### src/rtl/vxe_cu_vpu_fwd_xbar.sv
// vxe_cu_vpu_fwd_xbar: routes control-unit VPU commands by destination mask into per-channel FIFOs.
// Latency: a write accepted at edge N is presented on its channel bus after edge N+1.
// Backpressure: o_fwd_vpu_rdy drops while any channel FIFO is full, during flush and during reset.
//
// Ports:
//   clk, rst               rising-edge clock, synchronous active-high reset
//   i_flush                empties every channel FIFO; presented commands are kept
//   o_fwd_vpu_rdy          forwarding interface can take a write this cycle
//   i_fwd_vpu_wr/dst/op/th/pl  write strobe, channel mask and command fields
//   o_vpu_cmd_sel/i_vpu_cmd_ack  per-channel valid / accept
//   o_vpu_cmd_op/th/pl     per-channel command buses, channel c at [c*W +: W]
//   o_chan_active          channel c has queued or presented work
//   o_pipes_active         OR of o_chan_active

// Channel FIFO: power-of-two ring with one extra pointer bit for full/empty.
// Latency: a push is visible at the head the cycle after its edge.
// Backpressure: none internally; the owner must not push while full.
module vxe_cu_vpu_fwd_xbar_fifo #(
    parameter int DW = 8,
    parameter int AW = 4
) (
    input  logic          clk,
    input  logic          rst,
    input  logic          flush,
    input  logic          push_vld,
    input  logic [DW-1:0] push_dat,
    input  logic          pop,
    output logic [DW-1:0] head_dat,
    output logic          full,
    output logic          empty
);
    localparam int DEPTH = 1 << AW;

    logic [AW:0]   wr_ptr_q;
    logic [AW:0]   wr_ptr_d;
    logic [AW:0]   rd_ptr_q;
    logic [AW:0]   rd_ptr_d;
    logic [DW-1:0] mem_q [DEPTH];
    logic [DW-1:0] mem_d [DEPTH];

    // Pointers equal: empty.  Same slot but opposite lap: full.
    assign empty    = (wr_ptr_q == rd_ptr_q);
    assign full     = (wr_ptr_q[AW-1:0] == rd_ptr_q[AW-1:0]) &&
                      (wr_ptr_q[AW] != rd_ptr_q[AW]);
    assign head_dat = mem_q[rd_ptr_q[AW-1:0]];

    always_comb begin
        wr_ptr_d = wr_ptr_q;
        rd_ptr_d = rd_ptr_q;
        mem_d    = mem_q;
        if (push_vld) begin
            mem_d[wr_ptr_q[AW-1:0]] = push_dat;
            wr_ptr_d                = wr_ptr_q + {{AW{1'b0}}, 1'b1};
        end
        // Flush discards everything queued up to (but not including) a
        // push on the same edge; the owner never pushes during flush.
        if (flush) begin
            rd_ptr_d = wr_ptr_q;
        end else if (pop) begin
            rd_ptr_d = rd_ptr_q + {{AW{1'b0}}, 1'b1};
        end
    end

    // Storage needs no reset: an entry is only read after it was written.
    always_ff @(posedge clk) begin
        mem_q <= mem_d;
        if (rst) begin
            wr_ptr_q <= '0;
            rd_ptr_q <= '0;
        end else begin
            wr_ptr_q <= wr_ptr_d;
            rd_ptr_q <= rd_ptr_d;
        end
    end
endmodule

module vxe_cu_vpu_fwd_xbar #(
    parameter int NCH        = 2,
    parameter int DEPTH_POW2 = 4,
    parameter int OP_W       = 5,
    parameter int TH_W       = 3,
    parameter int PL_W       = 48
) (
    input  logic                 clk,
    input  logic                 rst,
    input  logic                 i_flush,
    output logic                 o_fwd_vpu_rdy,
    input  logic                 i_fwd_vpu_wr,
    input  logic [NCH-1:0]       i_fwd_vpu_dst,
    input  logic [OP_W-1:0]      i_fwd_vpu_op,
    input  logic [TH_W-1:0]      i_fwd_vpu_th,
    input  logic [PL_W-1:0]      i_fwd_vpu_pl,
    output logic [NCH-1:0]       o_vpu_cmd_sel,
    input  logic [NCH-1:0]       i_vpu_cmd_ack,
    output logic [NCH*OP_W-1:0]  o_vpu_cmd_op,
    output logic [NCH*TH_W-1:0]  o_vpu_cmd_th,
    output logic [NCH*PL_W-1:0]  o_vpu_cmd_pl,
    output logic [NCH-1:0]       o_chan_active,
    output logic                 o_pipes_active
);
    typedef struct packed {
        logic [OP_W-1:0] op;
        logic [TH_W-1:0] th;
        logic [PL_W-1:0] pl;
    } cmd_t;

    localparam int CMD_W = $bits(cmd_t);

    localparam logic [0:0] ST_IDLE  = 1'b0;
    localparam logic [0:0] ST_ISSUE = 1'b1;

    logic [NCH-1:0] fifo_full;
    logic [NCH-1:0] fifo_empty;
    logic [NCH-1:0] push_vld;
    logic           wr_acc;
    cmd_t           wr_cmd;

    // Ready depends only on reset, flush and FIFO state, never on the
    // destination mask, so the upstream has no combinational loop through
    // dst/data.  Any full channel stalls every write.
    assign o_fwd_vpu_rdy = !rst && !i_flush && !(|fifo_full);
    assign wr_acc        = i_fwd_vpu_wr && o_fwd_vpu_rdy;
    assign wr_cmd        = {i_fwd_vpu_op, i_fwd_vpu_th, i_fwd_vpu_pl};

    // Broadcast is atomic: every selected channel pushes on the same edge.
    // An all-zero mask is accepted and simply lands nowhere.
    assign push_vld = i_fwd_vpu_dst & {NCH{wr_acc}};

    genvar c;
    generate
        for (c = 0; c < NCH; c++) begin : g_ch
            cmd_t       head_dat;
            cmd_t       cmd_q;
            cmd_t       cmd_d;
            logic [0:0] state_q;
            logic [0:0] state_d;
            logic       pop;
            logic       avail;

            vxe_cu_vpu_fwd_xbar_fifo #(
                .DW (CMD_W),
                .AW (DEPTH_POW2)
            ) u_fifo (
                .clk      (clk),
                .rst      (rst),
                .flush    (i_flush),
                .push_vld (push_vld[c]),
                .push_dat (wr_cmd),
                .pop      (pop),
                .head_dat (head_dat),
                .full     (fifo_full[c]),
                .empty    (fifo_empty[c])
            );

            // Flush wins over a load: on a flush edge nothing new is
            // presented, so only commands already on the bus survive.
            assign avail = !fifo_empty[c] && !i_flush;

            always_comb begin
                state_d = state_q;
                cmd_d   = cmd_q;
                pop     = 1'b0;
                if (state_q == ST_IDLE) begin
                    if (avail) begin
                        cmd_d   = head_dat;
                        pop     = 1'b1;
                        state_d = ST_ISSUE;
                    end
                end else begin
                    // Without ack the bus is frozen.  With ack either the
                    // next head follows immediately or the channel idles;
                    // the bus keeps its last value while idle.
                    if (i_vpu_cmd_ack[c]) begin
                        if (avail) begin
                            cmd_d = head_dat;
                            pop   = 1'b1;
                        end else begin
                            state_d = ST_IDLE;
                        end
                    end
                end
            end

            always_ff @(posedge clk) begin
                if (rst) begin
                    state_q <= ST_IDLE;
                    cmd_q   <= '0;
                end else begin
                    state_q <= state_d;
                    cmd_q   <= cmd_d;
                end
            end

            assign o_vpu_cmd_sel[c]               = (state_q == ST_ISSUE);
            assign o_vpu_cmd_op[c*OP_W +: OP_W]   = cmd_q.op;
            assign o_vpu_cmd_th[c*TH_W +: TH_W]   = cmd_q.th;
            assign o_vpu_cmd_pl[c*PL_W +: PL_W]   = cmd_q.pl;
            assign o_chan_active[c]               = !fifo_empty[c] || (state_q == ST_ISSUE);
        end
    endgenerate

    assign o_pipes_active = |o_chan_active;
endmodule

### config.mk
export PLATFORM = sky130hd
export DESIGN_NAME = vxe_cu_vpu_fwd_xbar
export DESIGN_NICKNAME = d
export VERILOG_FILES = /design/src/rtl/vxe_cu_vpu_fwd_xbar.sv
export SDC_FILE = /design/constraint.sdc
export NUM_CORES = 2
export LEC_CHECK = 0
export CORE_AREA = 2 2 365 367
export CTS_CLUSTER_SIZE = 8
export DETAILED_ROUTE_END_ITERATION = 10
export DIE_AREA = 0 0 367 369
export PLACE_DENSITY = 0.78
export SLEW_MARGIN = 20
export SYNTH_ARGS = -nofsm -noshare
export SYNTH_HDL_FRONTEND = slang
export SYNTH_SLANG_ARGS = --single-unit
export TNS_END_PERCENT = 1
### constraint.sdc
create_clock -name clk -period 7.59 [get_ports clk]
set_input_delay 0.759 -clock clk [delete_from_list [all_inputs] [get_ports clk]]
set_output_delay 0.759 -clock clk [all_outputs]
set_load 0.01 [all_outputs]
After elaboration in Yosys (flattened, before gate mapping)
Cells that the tools add are included.
{"block": "classes", "addsub": 4, "n_bitwise": 5, "n_eq_ne": 8, "n_reduce_logical": 20, "n_lt_le_gt_ge": 6, "muxes": 32}
{"operator": "bitwise mux 896 bit", "n": 2}
{"operator": "two-way mux 56 bit", "n": 12}
{"operator": "binary-select mux 56 bit (select 4 bit)", "n": 2}
{"operator": "demux 56 bit (select 4 bit)", "n": 2}
{"operator": "adder 5 x 1 -> 5 bit, second input constant", "n": 4}
{"operator": "greater-or-equal comparator 5 bit, second input constant", "n": 4}
{"operator": "two-way mux 5 bit", "n": 4}
{"operator": "NOT 4 -> 5 bit", "n": 4}
{"operator": "equality test 5 bit", "n": 2}
{"operator": "less-than comparator 5 x 1 -> 1 bit, second input constant", "n": 2}
{"operator": "two-way mux 1 bit", "n": 10}
{"operator": "logical AND 1 bit", "n": 9}
{"operator": "equality test 4 bit", "n": 2}
{"operator": "zero test 1 bit", "n": 5}
{"operator": "inequality test 2 bit, second input constant", "n": 2}
{"operator": "nonzero test 2 bit", "n": 2}
{"operator": "OR reduction 2 bit", "n": 2}
{"operator": "bitwise AND 2 bit", "n": 1}
{"operator": "logical OR 1 bit", "n": 2}
{"operator": "inequality test 1 bit", "n": 2}
{"block": "totals", "inputBits": 64, "ff_bits": 1926, "wordCells": 119}

Longest topological paths before layout
{"block": "depth", "ltp_word": 8, "ltp_mapped": 9}

By module
A second synthesis with hierarchy kept.
{"block": "hier_totals", "hier_cells": 3653, "hier_area_um2": 74681.6}
{"mod": "vxe_cu_vpu_fwd_xbar_fifo (g_ch[0].u_fifo)", "cells_each": 1574, "seq_area_each_um2": 27106.0, "area_per_inst_um2": 34783.4, "instances": 1}
{"mod": "vxe_cu_vpu_fwd_xbar_fifo (g_ch[1].u_fifo)", "cells_each": 1574, "seq_area_each_um2": 27106.0, "area_per_inst_um2": 34780.9, "instances": 1}
{"mod": "vxe_cu_vpu_fwd_xbar", "cells_each": 505, "seq_area_each_um2": 2282.2, "area_per_inst_um2": 5117.4, "instances": 1}

Least setup slack after synthesis
Ideal clock, no wire load.
{"block": "synth_path", "kind": "in2reg", "startpoint": "input rst", "endpoint": "register g_ch[1].u_fifo.mem_q[672] (netlist name), enable pin", "setup_ns": 0.539, "t_arrival_ns": 5.625, "stages": 6, "required_ns": 7.051, "setup_slack_ns": 1.426, "path_buffers": 1, "cell_sequence": "clkbuf_1 > nor2_1 > nand3_1 > a221oi_4 > nand2_1 > nor3_1"}
{"block": "synth_via", "elab_chain_cells": 5}
{"element": "start: declaration", "line": "85", "source": "input logic rst,"}
{"element": "zero test 1 bit", "line": "121", "source": "assign o_fwd_vpu_rdy = !rst && !i_flush && !(|fifo_full);"}
{"element": "logical AND 1 bit (2 in series)", "line": "121"}
{"element": "logical AND 1 bit", "line": "122", "source": "assign wr_acc = i_fwd_vpu_wr && o_fwd_vpu_rdy;"}
{"element": "bitwise AND 2 bit", "line": "127", "source": "assign push_vld = i_fwd_vpu_dst & {NCH{wr_acc}};"}
{"element": "end signal: assignment", "line": "66", "source": "mem_q <= mem_d;"}
{"element": "end: declaration", "line": "38", "source": "logic [DW-1:0] mem_q [DEPTH];"}
No other way between the ends.
A chain may end at the register's enable or synchronous reset.

Worst setup path in the final report
{"block": "layout_path", "startpoint": "register g_ch[0].u_fifo.rd_ptr_q[0]", "endpoint": "register g_ch[1].u_fifo.mem_q[186] (netlist name), enable pin"}
{"block": "layout_via", "elab_chain_cells": 7}
{"element": "start: declaration", "line": "36", "source": "logic [AW:0] rd_ptr_q;"}
{"element": "start signal: assignment", "line": "72", "source": "rd_ptr_q <= rd_ptr_d;"}
{"element": "equality test 4 bit", "line": "43", "source": "assign full = (wr_ptr_q[AW-1:0] == rd_ptr_q[AW-1:0]) &&"}
{"element": "logical AND 1 bit", "line": "43"}
{"element": "OR reduction 2 bit", "line": "121"}
{"element": "zero test 1 bit", "line": "121"}
{"element": "logical AND 1 bit", "line": "121"}
{"element": "logical AND 1 bit", "line": "122"}
{"element": "bitwise AND 2 bit", "line": "127"}
No other way between the ends.

==> flow_metrics.py <==
metrics = {
    "cts": {
        "cts_resized": 0,
        "cts.root.buffer_cell": "clkbuf_16",
        "post_cts_buffers": 0,
        "cts.path.max_buffers": 4,
        "cts.sinks": 1926,
        "htree_num_levels": 5,
        "cts-buffers-inserted": 291,
        "clk-insertion-delay-late_ps": 900,
        "cts.clk_slew.worst_paths_ps": 50,
        "holdBufCountCts": 0,
        "tritoncts": "yes",
    },
    "sta": {
        "rsz0062_at_grt": "false",
        "final_hold_viol_count": 0,
        "finalMaxSlewViolations": 0,
        "fin_crit_sh_pct": 56.4,
        "slew_headroom_pct": 21.3,
        "worst_max_slew_pin_slew_ps": 1180,
        "clock_skew_after_layout_ps": 53.9,
        "finalSetupViolCount": 0,
        "maxClockFrequency_mhz": 234,
        "min_period_ps": 4280,
        "setup_total_negative_slack_ps": 0,
    },
    "logic_synthesis": {
        "yosysTopAreaCell": "edfxtp_1",
        "distinct_cells_synth": 41,
        "postSynth.topFlopCell": "edfxtp_1",
        "synth-seq-cells": 1926,
        "synth.most_common_cell": "edfxtp_1",
        "synth_enable_flop_cells": 1792,
        "synth.yosys.warnings": 0,
        "synth_instances": 3184,
        "synthesis.area_per_instance_um2": 22.5,
        "total_nets_after_synthesis": 3258,
        "synth_top_cells_by_count": "edfxtp_1 (1,792), mux4_2 (448), a22oi_1 (224), dfxtp_1 (134), nand2_1 (125)",
        "post_synth_main_area_contributors": "edfxtp_1 (75%), mux4_2 (14%), dfxtp_1 (3.7%), a22oi_1 (2.3%), a22o_1 (1.4%)",
        "post-synth-top-area-fraction_pct": 75.1,
        "async_flop_share_pct": 0,
        "post_synth_instance_area_mm2": 0.0717,
        "ys_seq_area_share_pct": 78.8,
    },
    "critical_path": {
        "worstPathRequired_ps": 8070,
        "worst-setup-path-type": "register to register",
        "cp-end-kind": "register",
        "path_delay_family": "simple AND/OR/NAND/NOR gates",
        "worstPathMaxFanout": 39,
        "arrival_ps": 4760,
        "slowest_stage": "nor2_4",
        "endpoint_of_the_worst_slack_reg_to_reg_timing_path": "g_ch[1].u_fifo.mem_q[186]",
        "worst_setup_path_start_kind": "register",
        "reg2reg_depth": 6,
        "rrSetupSlack_ps": 3310,
        "path_cells": "xnor2_1, and4_1, a221oi_4, nand2_1, nor2_4, buf_4",
        "worst-path-buf-inv": 1,
        "timing.critical_path.slowest_cell_delay_ps": 960,
        "critical_path.reg2reg.startpoint": "g_ch[0].u_fifo.rd_ptr_q[0]",
    },
    "power": {
        "power_frac_clock_pct": 47.0,
        "power-per-cell-area_mw_per_mm2": 296,
        "cellInternalPower_mw": 19.4,
        "netSwitchingFraction_pct": 21.5,
        "p_switching_mw": 5.32,
        "combinational_fraction_of_design_power_pct": 5.4,
        "irDropWorstVdd_mv": 0.253,
        "sequential_group_share_of_total_power_pct": 47.6,
        "leakage_power_nw": 26.3,
    },
    "min_path": {
        "min_to": "g_ch[0].u_fifo.mem_q[566]",
        "worst_hold_path.num_cells": 1,
        "worst_hold_startpoint": "i_fwd_vpu_pl[6]",
        "worstHoldPathType": "input pin to register",
    },
    "routing": {
        "drtIter0Drc": 5353,
        "route.vias.total": 36383,
        "viasPerCell": 6.62,
        "drt_wl_total_um": 184000,
        "dr.pass1.iters": 6,
        "ant_nets": 0,
        "drcViolationCount": 0,
        "route.detailed.wl_per_inst_um": 33.5,
    },
    "global_routing": {
        "grt_overflow_total": 0,
        "antenna_found_initial": 6,
        "first_global_vias": 38564,
        "pin_count_of_the_biggest_net_entering_global_routing": 100,
        "grt_use_total_pct": 27.3,
        "wire_length_of_the_first_global_routing_pass_um": 268000,
    },
    "final_layout": {
        "final_util_pct": 63.8,
        "finish.net_count": 3617,
        "area.growth.synth_to_final_pct": 16.8,
        "drive_gt1_share_pct": 24.9,
        "final-instance-count-excl-fill": 5492,
    },
    "die": {
        "fp.dieW_um": 367,
        "die_height_um": 369,
        "core_area_mm2": 0.131,
        "core.rowCount": 133,
        "initial_core_util_pct": 54.7,
        "dieArea_mm2": 0.135,
        "number_of_top_level_pins": 182,
    },
    "job": {
        "max_cap_viol_count": 0,
    },
    "place": {
        "place.detailed.hpwl_um": 86400,
        "dp_cells": 4999,
        "gp_routability_congestion": 0.787,
        "port_buffers": 181,
    },
    "outcome": {
        "run_status": "complete, no violations",
    },
}
[area by class of cell]
| type | instances | area, µm² |
|---|---|---|
| inverters | 8 | 30.0 |
| flip-flops and latches | 1926 | 56500 |
| clock inverters | 9 | 96.3 |
| diodes | 3 | 7.51 |
| clock buffers | 475 | 8060 |
| fillers | 8159 | 47400 |
| repair buffers | 253 | 2230 |
| multi-input cells | 1063 | 14600 |
| well taps | 1755 | 2200 |
[flip-flops by register name, indices dropped and copies added (netlist names)]
name,cells
g_ch.state_q,2
g_ch.u_fifo.rd_ptr_q,10
o_vpu_cmd_pl,96
o_vpu_cmd_th,6
g_ch.u_fifo.mem_q,1792
o_vpu_cmd_op,10
g_ch.u_fifo.wr_ptr_q,10
[worst max path at each step]
stage | startpoint | to | slack (ps) | cells past startpoint
2_1_floorplan | rst | g_ch[1].u_fifo.mem_q[672] | 1430 | 6
3_5_place_dp | rst | g_ch[0].u_fifo.mem_q[525] | 2890 | 8
5_1_grt | g_ch[0].u_fifo.rd_ptr_q[0] | g_ch[1].u_fifo.mem_q[523] | 3050 | 6
3_3_place_gp | rst | g_ch[1].u_fifo.mem_q[336] | 3000 | 8
4_1_cts | g_ch[0].u_fifo.rd_ptr_q[0] | g_ch[0].u_fifo.mem_q[591] | 3190 | 6
6_report | g_ch[0].u_fifo.rd_ptr_q[0] | g_ch[1].u_fifo.mem_q[186] | 3310 | 6
[worst register-to-register path, stage by stage (launching register included)]
cell and delay [ps]:
dfxtp_4 880, xnor2_1 180, and4_1 350, a221oi_4 520, nand2_1 340, nor2_4 960, buf_4 630
[per-layer routing]
metal / vias to the layer above / track usage, % / part of all wire [%]
met5: - / 0 / 0.025
met4: 6 / 12.4 / 4.3
met3: 495 / 5.61 / 10
met2: 2665 / 45.2 / 51
met1: 18936 / 35.2 / 35
li1: 14281 / - / -
[through the flow]
stage | total power [mW] | worst slack, ps | hold WS (ps) | cell area [µm²]
after floorplan | 12.8 | 1430 | 511 | 71700
after global placement | 13.3 | 3000 | 462 | 75600
after detailed placement | 13.3 | 2890 | 465 | 75600
after CTS | 24.9 | 3190 | 430 | 83800
after global routing | 25.3 | 3050 | 405 | 83700
final | 24.8 | 3310 | 401 | 83700
[power groups by stage]
stage                     Sequential [mW]  Combinational [mW]  Clock, mW
final                                11.8                1.34       11.6
after CTS                            11.8                1.36       11.7
after floorplan                      12.0               0.800          0
after global placement               12.0                1.30          0
after global routing                 11.8                1.42       12.1
after detailed placement             12.0                1.32          0
[placed cells by master, fill, tap and decap left out, drive strengths merged, types with 2 or more instances in the layout]
master            n
edfxtp         1792
clkbuf          475
mux4            448
a22oi           224
dfxtp           134
clkdlybuf4s50   131
nand2           125
buf             122
a22o            112
nor2             37
xnor2            19
inv              15
a21oi            13
ha               10
nor3              8
nand2b            7
a211oi            7
nand4             6
nand3             5
mux2i             5
xor2              4
and2              4
nor2b             4
diode             3
or3               3
a21o              3
o21ai             3
and4              3
a221oi            2
o211ai            2
o31ai             2
clkinv            2
[cells by family after synthesis]
logic type                 Yosys count  share of synthesized area (%)
DFF                               1926                           78.8
muxes                              454                           14.2
AOI/OAI and AO/OA                  372                           4.12
and+or+nand+nor                    204                           1.21
buffers and inverters              195                           1.25
xor gates and xnor gates            23                          0.281
adders and majority gates           10                          0.175
Note: power is estimated with default switching activity, not from simulation.
